<file path="config.mk">
export PLATFORM = sky130hd
export DESIGN_NAME = riscv_noicache_pfq_flat
export DESIGN_NICKNAME = d
export VERILOG_FILES = /design/src/rtl/riscv_noicache_pfq_if.sv /design/src/rtl/riscv_noicache_pfq.sv /design/src/flat_wrapper.sv
export SDC_FILE = /design/constraint.sdc
export NUM_CORES = 1
export LEC_CHECK = 0
export ABC_AREA = 1
export BUFFER_PORTS_ARGS = -buffer_cell sky130_fd_sc_hd__buf_2
export CAP_MARGIN = 25
export CORE_ASPECT_RATIO = 0.7
export CORE_MARGIN = 1.5
export CORE_UTILIZATION = 58
export CTS_CLUSTER_DIAMETER = 80
export DETAILED_ROUTE_END_ITERATION = 8
export MAX_ROUTING_LAYER = met4
export PLACE_DENSITY_LB_ADDON = 0.3
export SYNTH_ARGS = -nofsm -noshare
export SYNTH_HDL_FRONTEND = slang
export SYNTH_SLANG_ARGS = --single-unit
</file>
<file path="constraint.sdc">
create_clock -name clk_i -period 8.3 [get_ports clk_i]
set_input_delay 0.83 -clock clk_i [delete_from_list [all_inputs] [get_ports clk_i]]
set_output_delay 0.83 -clock clk_i [all_outputs]
set_load 0.02 [all_outputs]
</file>
<file path="src/rtl/riscv_noicache_pfq_if.sv">
// BIU request/response channel between the no-icache fetch queue and the instruction BIU.
// master = fetch front end, slave = BIU.
interface riscv_noicache_pfq_if #(
    parameter int XLEN = 32,
    parameter int ALEN = XLEN
);
    logic            biu_stb;
    logic            biu_stb_ack;
    logic            biu_d_ack;
    logic [ALEN-1:0] biu_adri;
    logic [ALEN-1:0] biu_adro;
    logic [2:0]      biu_size;
    logic [2:0]      biu_type;
    logic            biu_lock;
    logic            biu_we;
    // Protection attributes: {cacheable, privileged, instruction}
    logic [2:0]      biu_prot;
    logic [XLEN-1:0] biu_d;
    logic [XLEN-1:0] biu_q;
    logic            biu_ack;
    logic            biu_err;

    modport master (
        output biu_stb, biu_adri, biu_size, biu_type, biu_lock, biu_we, biu_prot, biu_d,
        input  biu_stb_ack, biu_d_ack, biu_adro, biu_q, biu_ack, biu_err
    );

    modport slave (
        input  biu_stb, biu_adri, biu_size, biu_type, biu_lock, biu_we, biu_prot, biu_d,
        output biu_stb_ack, biu_d_ack, biu_adro, biu_q, biu_ack, biu_err
    );
endinterface

</file>
<file path="src/rtl/riscv_noicache_pfq.sv">
// Instruction-fetch front end without icache: credit-limited BIU requests feeding a
// DEPTH-entry prefetch queue, with stale responses discarded after a flush.
module riscv_noicache_pfq #(
    parameter int XLEN        = 32,
    parameter int ALEN        = XLEN,
    parameter int PARCEL_SIZE = 16,
    parameter int HAS_RVC     = 0,
    parameter int DEPTH       = 4
) (
    input  logic                          clk_i,
    input  logic                          rst_ni,

    input  logic [XLEN-1:0]               if_nxt_pc_i,
    input  logic                          if_req_i,
    output logic                          if_ack_o,
    input  logic [2:0]                    if_prot_i,
    input  logic                          if_flush_i,
    input  logic                          if_parcel_rd_i,
    output logic [XLEN-1:0]               if_parcel_pc_o,
    output logic [XLEN-1:0]               if_parcel_o,
    output logic [XLEN/PARCEL_SIZE-1:0]   if_parcel_valid_o,
    output logic                          if_parcel_misaligned_o,
    output logic                          if_parcel_error_o,
    input  logic                          dcflush_rdy_i,

    riscv_noicache_pfq_if.master          biu
);
    localparam int CW   = $clog2(DEPTH) + 1;
    localparam int PW   = $clog2(DEPTH);
    localparam int NPAR = XLEN / PARCEL_SIZE;
    localparam int IW   = (NPAR > 1) ? $clog2(NPAR) : 1;
    localparam int AW   = $clog2(XLEN / 8);

    localparam logic [2:0] SIZE_WORD   = 3'd2;
    localparam logic [2:0] SIZE_DWORD  = 3'd3;
    localparam logic [2:0] TYPE_SINGLE = 3'd0;
    localparam logic [2:0] TYPE_INCR   = 3'd1;

    logic [CW-1:0] inflight_reg, inflight_next;
    logic [CW-1:0] discard_reg,  discard_next;
    logic [CW-1:0] count_reg,    count_next;
    logic [PW-1:0] wr_ptr_reg,   wr_ptr_next;
    logic [PW-1:0] rd_ptr_reg,   rd_ptr_next;

    logic [XLEN-1:0] pc_mem  [DEPTH];
    logic [XLEN-1:0] dat_mem [DEPTH];
    logic            err_mem [DEPTH];

    logic [CW:0]     occ;
    logic            stb, ack, rsp, push, pop, not_empty;
    logic [XLEN-1:0] head_pc;
    logic [IW-1:0]   head_idx;
    logic            unused_d_ack;

    assign unused_d_ack = biu.biu_d_ack;

    // Credits cover both in-flight requests and queued parcels, so a push never overflows.
    assign occ       = {1'b0, inflight_reg} + {1'b0, count_reg};
    assign stb       = rst_ni & dcflush_rdy_i & ~if_flush_i & if_req_i & (occ < (CW+1)'(DEPTH));
    assign ack       = stb & biu.biu_stb_ack;
    assign rsp       = biu.biu_ack | biu.biu_err;
    assign push      = rsp & (discard_reg == '0) & ~if_flush_i;
    assign not_empty = (count_reg != '0);
    assign pop       = if_parcel_rd_i & not_empty & ~if_flush_i;

    assign if_ack_o      = ack;
    assign biu.biu_stb   = stb;
    assign biu.biu_adri  = if_nxt_pc_i[ALEN-1:0];
    assign biu.biu_size  = (XLEN == 64) ? SIZE_DWORD : SIZE_WORD;
    assign biu.biu_type  = (|if_nxt_pc_i[AW-1:0]) ? TYPE_SINGLE : TYPE_INCR;
    assign biu.biu_prot  = if_prot_i;
    assign biu.biu_lock  = 1'b0;
    assign biu.biu_we    = 1'b0;
    assign biu.biu_d     = '0;

    always_comb begin
        inflight_next = inflight_reg;
        if (ack && !rsp)
            inflight_next = inflight_reg + 1'b1;
        else if (!ack && rsp && inflight_reg != '0)
            inflight_next = inflight_reg - 1'b1;

        // On flush every request still outstanding is stale, except one answered right now.
        discard_next = discard_reg;
        if (if_flush_i)
            discard_next = (rsp && inflight_reg != '0) ? inflight_reg - 1'b1 : inflight_reg;
        else if (rsp && discard_reg != '0)
            discard_next = discard_reg - 1'b1;

        count_next  = count_reg;
        wr_ptr_next = wr_ptr_reg;
        rd_ptr_next = rd_ptr_reg;
        if (if_flush_i) begin
            count_next  = '0;
            wr_ptr_next = '0;
            rd_ptr_next = '0;
        end else begin
            if (push && !pop)
                count_next = count_reg + 1'b1;
            else if (!push && pop)
                count_next = count_reg - 1'b1;
            if (push) wr_ptr_next = wr_ptr_reg + 1'b1;
            if (pop)  rd_ptr_next = rd_ptr_reg + 1'b1;
        end
    end

    always_ff @(posedge clk_i or negedge rst_ni) begin
        if (!rst_ni) begin
            inflight_reg <= '0;
            discard_reg  <= '0;
            count_reg    <= '0;
            wr_ptr_reg   <= '0;
            rd_ptr_reg   <= '0;
        end else begin
            inflight_reg <= inflight_next;
            discard_reg  <= discard_next;
            count_reg    <= count_next;
            wr_ptr_reg   <= wr_ptr_next;
            rd_ptr_reg   <= rd_ptr_next;
        end
    end

    always_ff @(posedge clk_i) begin
        if (push) begin
            pc_mem[wr_ptr_reg]  <= XLEN'(biu.biu_adro);
            dat_mem[wr_ptr_reg] <= biu.biu_q;
            err_mem[wr_ptr_reg] <= biu.biu_err;
        end
    end

    assign head_pc  = pc_mem[rd_ptr_reg];
    assign head_idx = (NPAR > 1) ? head_pc[1 +: IW] : '0;

    assign if_parcel_pc_o    = head_pc;
    assign if_parcel_o       = dat_mem[rd_ptr_reg];
    assign if_parcel_valid_o = (not_empty && !if_flush_i) ? ({NPAR{1'b1}} << head_idx) : '0;
    assign if_parcel_error_o = err_mem[rd_ptr_reg] & not_empty;
    assign if_parcel_misaligned_o = (HAS_RVC != 0) ? head_pc[0] : |head_pc[1:0];
endmodule
</file>
<file path="src/flat_wrapper.sv">
// flat-port wrapper written by rule: the top's interface ports become plain ports
module riscv_noicache_pfq_flat 
#(
    parameter int XLEN        = 32,
    parameter int ALEN        = XLEN,
    parameter int PARCEL_SIZE = 16,
    parameter int HAS_RVC     = 0,
    parameter int DEPTH       = 4
)
  (clk_i, rst_ni, if_nxt_pc_i, if_req_i, if_ack_o, if_prot_i, if_flush_i, if_parcel_rd_i, if_parcel_pc_o, if_parcel_o, if_parcel_valid_o, if_parcel_misaligned_o, if_parcel_error_o, dcflush_rdy_i, biu_biu_stb, biu_biu_adri, biu_biu_size, biu_biu_type, biu_biu_lock, biu_biu_we, biu_biu_prot, biu_biu_d, biu_biu_stb_ack, biu_biu_d_ack, biu_biu_adro, biu_biu_q, biu_biu_ack, biu_biu_err);
  riscv_noicache_pfq_if #(.XLEN(XLEN), .ALEN(ALEN)) biu_i ();
  input  logic clk_i;
  input  logic rst_ni;
  input  logic [XLEN-1:0] if_nxt_pc_i;
  input  logic if_req_i;
  output logic if_ack_o;
  input  logic [2:0] if_prot_i;
  input  logic if_flush_i;
  input  logic if_parcel_rd_i;
  output logic [XLEN-1:0] if_parcel_pc_o;
  output logic [XLEN-1:0] if_parcel_o;
  output logic [XLEN/PARCEL_SIZE-1:0] if_parcel_valid_o;
  output logic if_parcel_misaligned_o;
  output logic if_parcel_error_o;
  input  logic dcflush_rdy_i;
  output wire logic [$bits(biu_i.biu_stb)-1:0] biu_biu_stb;
  output wire logic [$bits(biu_i.biu_adri)-1:0] biu_biu_adri;
  output wire logic [$bits(biu_i.biu_size)-1:0] biu_biu_size;
  output wire logic [$bits(biu_i.biu_type)-1:0] biu_biu_type;
  output wire logic [$bits(biu_i.biu_lock)-1:0] biu_biu_lock;
  output wire logic [$bits(biu_i.biu_we)-1:0] biu_biu_we;
  output wire logic [$bits(biu_i.biu_prot)-1:0] biu_biu_prot;
  output wire logic [$bits(biu_i.biu_d)-1:0] biu_biu_d;
  input wire logic [$bits(biu_i.biu_stb_ack)-1:0] biu_biu_stb_ack;
  input wire logic [$bits(biu_i.biu_d_ack)-1:0] biu_biu_d_ack;
  input wire logic [$bits(biu_i.biu_adro)-1:0] biu_biu_adro;
  input wire logic [$bits(biu_i.biu_q)-1:0] biu_biu_q;
  input wire logic [$bits(biu_i.biu_ack)-1:0] biu_biu_ack;
  input wire logic [$bits(biu_i.biu_err)-1:0] biu_biu_err;
  assign biu_biu_stb = biu_i.biu_stb;
  assign biu_biu_adri = biu_i.biu_adri;
  assign biu_biu_size = biu_i.biu_size;
  assign biu_biu_type = biu_i.biu_type;
  assign biu_biu_lock = biu_i.biu_lock;
  assign biu_biu_we = biu_i.biu_we;
  assign biu_biu_prot = biu_i.biu_prot;
  assign biu_biu_d = biu_i.biu_d;
  assign biu_i.biu_stb_ack = biu_biu_stb_ack;
  assign biu_i.biu_d_ack = biu_biu_d_ack;
  assign biu_i.biu_adro = biu_biu_adro;
  assign biu_i.biu_q = biu_biu_q;
  assign biu_i.biu_ack = biu_biu_ack;
  assign biu_i.biu_err = biu_biu_err;
  riscv_noicache_pfq #(.XLEN(XLEN), .ALEN(ALEN), .PARCEL_SIZE(PARCEL_SIZE), .HAS_RVC(HAS_RVC), .DEPTH(DEPTH)) u_core (.clk_i(clk_i), .rst_ni(rst_ni), .if_nxt_pc_i(if_nxt_pc_i), .if_req_i(if_req_i), .if_ack_o(if_ack_o), .if_prot_i(if_prot_i), .if_flush_i(if_flush_i), .if_parcel_rd_i(if_parcel_rd_i), .if_parcel_pc_o(if_parcel_pc_o), .if_parcel_o(if_parcel_o), .if_parcel_valid_o(if_parcel_valid_o), .if_parcel_misaligned_o(if_parcel_misaligned_o), .if_parcel_error_o(if_parcel_error_o), .dcflush_rdy_i(dcflush_rdy_i), .biu(biu_i));
endmodule
</file>
==> results.json <==
{
  "outcome": "completed",
  "portBuffers": 147,
  "cts_buffers": 25,
  "slew_headroom": 0.3450,
  "initial_drc_count": 572,
  "postSynth.topFlopCell": "edfxtp_1",
  "area_of_the_die_um2": 20040,
  "layout.cells.non_filler": 1218,
  "start_util": 0.5899,
  "crit_arrival_ns": 3.14,
  "fin_area_um2": 12410,
  "number_of_nets_with_antenna_violations_after_routing": 0,
  "timing_hold_violations_final": 0,
  "yosysTopAreaCell": "edfxtp_1",
  "grt_max_degree": 98,
  "fin_worst_skew_ns": 0.007455,
  "maxClockFrequency_mhz": 252.1,
  "post_synth_and_or_nand_nor_area_fraction": 0.06948,
  "post_synth_inst_count": 853,
  "setup-violations-final": 0,
  "layout_min_cycle_time_ns": 3.966,
  "yosys.area_share.adder": 0.01417,
  "power_leakage_nw": 4.553,
  "number_of_gates_given_a_new_drive_strength_after_cts": 0,
  "die_height_um": 118.9,
  "synth_top_family_by_area": "compound AO/OA/AOI/OAI gates",
  "global_route_wire_length_before_repair_um": 32930,
  "groute.usage.overall": 0.2197,
  "cts.sink_count": 273,
  "synth-xor-area-share": 0.001574,
  "final.setup.worst_slack_ns": 4.334,
  "largest_registers": "u_core.dat_mem (128), u_core.pc_mem (128), u_core.err_mem (4)",
  "fp.dieW_um": 168.6,
  "postCtsHoldBufs": 0,
  "post_synth.cell_area_avg_um2": 13.05,
  "muxShareOfSynthArea": 0,
  "rsz0062_at_grt": "false",
  "tritoncts": "done",
  "clkSlewWorstSetupHoldPaths_ns": 0.06,
  "gp_congestion": 0.7327,
  "dpl_cell_area_um2": 11640,
  "timing.critical_path.required_ns": 7.47,
  "synth.top_cell.area_share": 0.7015,
  "dr_total_vias": 6660,
  "criticalPathCategory": "register to output pin",
  "finalMaxSlewViolations": 0,
  "fin_hold_ws_ns": 0.2175,
  "synth_edf_count": 260,
  "grt_antenna_before_repair": 3,
  "netlist_area_um2": 11130,
  "ys_seq_elements": 273,
  "drive_above_1_share": 0.2045,
  "dpl_worst_slack_ns": 4.812,
  "detail_route.wirelength_um": 21350,
  "core_area_um2": 18870,
  "finish.net_count": 1075,
  "ctsRootBufferMaster": "clkbuf_16",
  "leftover_overflow_at_the_end_of_global_routing": 0,
  "route.detailed.vias_per_inst": 5.468,
  "drt-wirelength-per-cell_um": 17.53,
  "timing.hold.worst.class": "primary input to async pin",
  "power.density_nw_per_um2": 285.9,
  "fin_tns_setup_ns": 0,
  "synth_sequential_area_ratio": 0.7307,
  "worstSetupStartpointType": "register",
  "total_of_max_cap_violations": 0,
  "dp_cells": 1169,
  "place_hpwl_um": 11940,
  "critical_path_peak_fanout": 97,
  "yosysUniqueCellTypes": 26,
  "clock_insertion_delay_worst_skew_ns": 0.51,
  "total_power_consumption_of_the_routed_design_mw": 3.550,
  "route.detailed.drc": 0,
  "synth.yosys.warnings": 0,
  "timing.final.crit_share": 0.4779,
  "ctsHtreeMaxLevel": 1,
  "actual_transition_at_the_worst_max_transition_pin_ns": 0.9824,
  "post-cts-setup-buffer-count": 0,
  "max-clock-path-buffers": 3,
  "via_count_of_the_first_global_routing_pass": 6217,
  "synthTopCellsByArea": "edfxtp_1, o21ai_0, buf_4, nor2_1, o22ai_1",
  "worst_ir_drop_vdd_mv": 0.1552,
  "post-route-util": 0.6580,
  "fill_cells": 1363,
  "post_synthesis_compound_gate_area_fraction": 0.1043,
  "rows": 42,
  "detailedRoute.firstPassIterationCount": 5,
  "fraction_of_registers_with_async_set_or_reset_after_synthesis": 0.04762,
  "area_growth_pct": 11.55,
  "io_pins": 254,
  "end_kind": "output pin"
}
routing by layer:
layer / share of wire / global-route usage / up-vias / routed length [µm]
li1: - / - / 3179 / -
met1: 0.44 / 0.3015 / 3178 / 9369
met2: 0.46 / 0.3338 / 266 / 9792
met3: 0.086 / 0.05550 / 37 / 1833
met4: 0.016 / 0.05636 / 0 / 350
met5: 0 / - / - / 0
report_power, final:
part / switching (mW) / leakage (nW) / internal (mW)
Sequential: 0.0484 / 2.50 / 1.58
Combinational: 0.606 / 1.68 / 0.258
Clock: 0.454 / 0.372 / 0.602
worst max-delay path, stage by stage, from the launching register on:
cell	delay (ns)
dfrtp_4	0.64
inv_4	0.33
buf_4	0.79
o21ai_0	0.17
o22ai_1	0.36
or2_1	0.16
buf_2	0.15
layout make-up:
| class | instances | area [µm²] | area share |
|---|---|---|---|
| repair buffers | 155 | 795.8 | 0.06410 |
| inverters | 31 | 118.9 | 0.009575 |
| clock buffers | 39 | 728.2 | 0.05866 |
| flip-flops and latches | 273 | 8138 | 0.6555 |
| multi-input cells | 468 | 2286 | 0.1841 |
| clock inverters | 7 | 37.54 | 0.003024 |
| well taps | 242 | 302.8 | 0.02439 |
| diodes | 3 | 7.507 | 0.0006047 |
final timing paths:
path | start | to | slack, ns | cells after the start
setup / recovery | u_core.rd_ptr_reg[0] | if_parcel_misaligned_o | 4.33 | 6
hold / removal | rst_ni | u_core.inflight_reg[2] | 0.22 | 1
setup reg to reg | u_core.discard_reg[0] | u_core.err_mem[2] | 5.42 | 9
hold reg to reg | u_core.count_reg[0] | u_core.count_reg[0] | 0.55 | 1
max in group asynchronous | rst_ni | u_core.rd_ptr_reg[0] | 7.79 | 1
min in group clk_i | biu_biu_q[28] | u_core.dat_mem[0][28] | 0.53 | 1
synth_stat cells, types with 2 or more instances:
cell,instances
nand2_1,38
clkbuf_1,24
inv_1,29
xnor2_1,2
nor2_1,148
buf_4,75
a21oi_1,5
nand3_1,9
ha_1,11
o21ai_1,3
o21ai_0,140
buf_2,17
conb_1,2
dfrtp_1,13
nand4_1,2
buf_6,2
edfxtp_1,260
o22ai_1,65
cells in the final DEF, fill, tap and decap left out, types with 9 or more instances in the layout:
cell / Yosys / final
ha_1: 11 / 11
clkbuf_1: 24 / 9
nand3_1: 9 / 9
inv_1: 29 / 28
o22ai_1: 65 / 65
dfrtp_1: 13 / 11
nand2_1: 38 / 38
nor2_1: 148 / 144
conb_1: 2 / 39
clkbuf_16: 0 / 25
o21ai_0: 140 / 140
buf_2: 17 / 147
edfxtp_1: 260 / 260
logic make-up after synthesis:
logic type      Yosys count
flops                   273
compound gates          215
simple gates            200
buf+inv                 149
fa+ha+maj                12
xor+xnor                  2
other cells               2
Power figures use the tool's default switching activity.
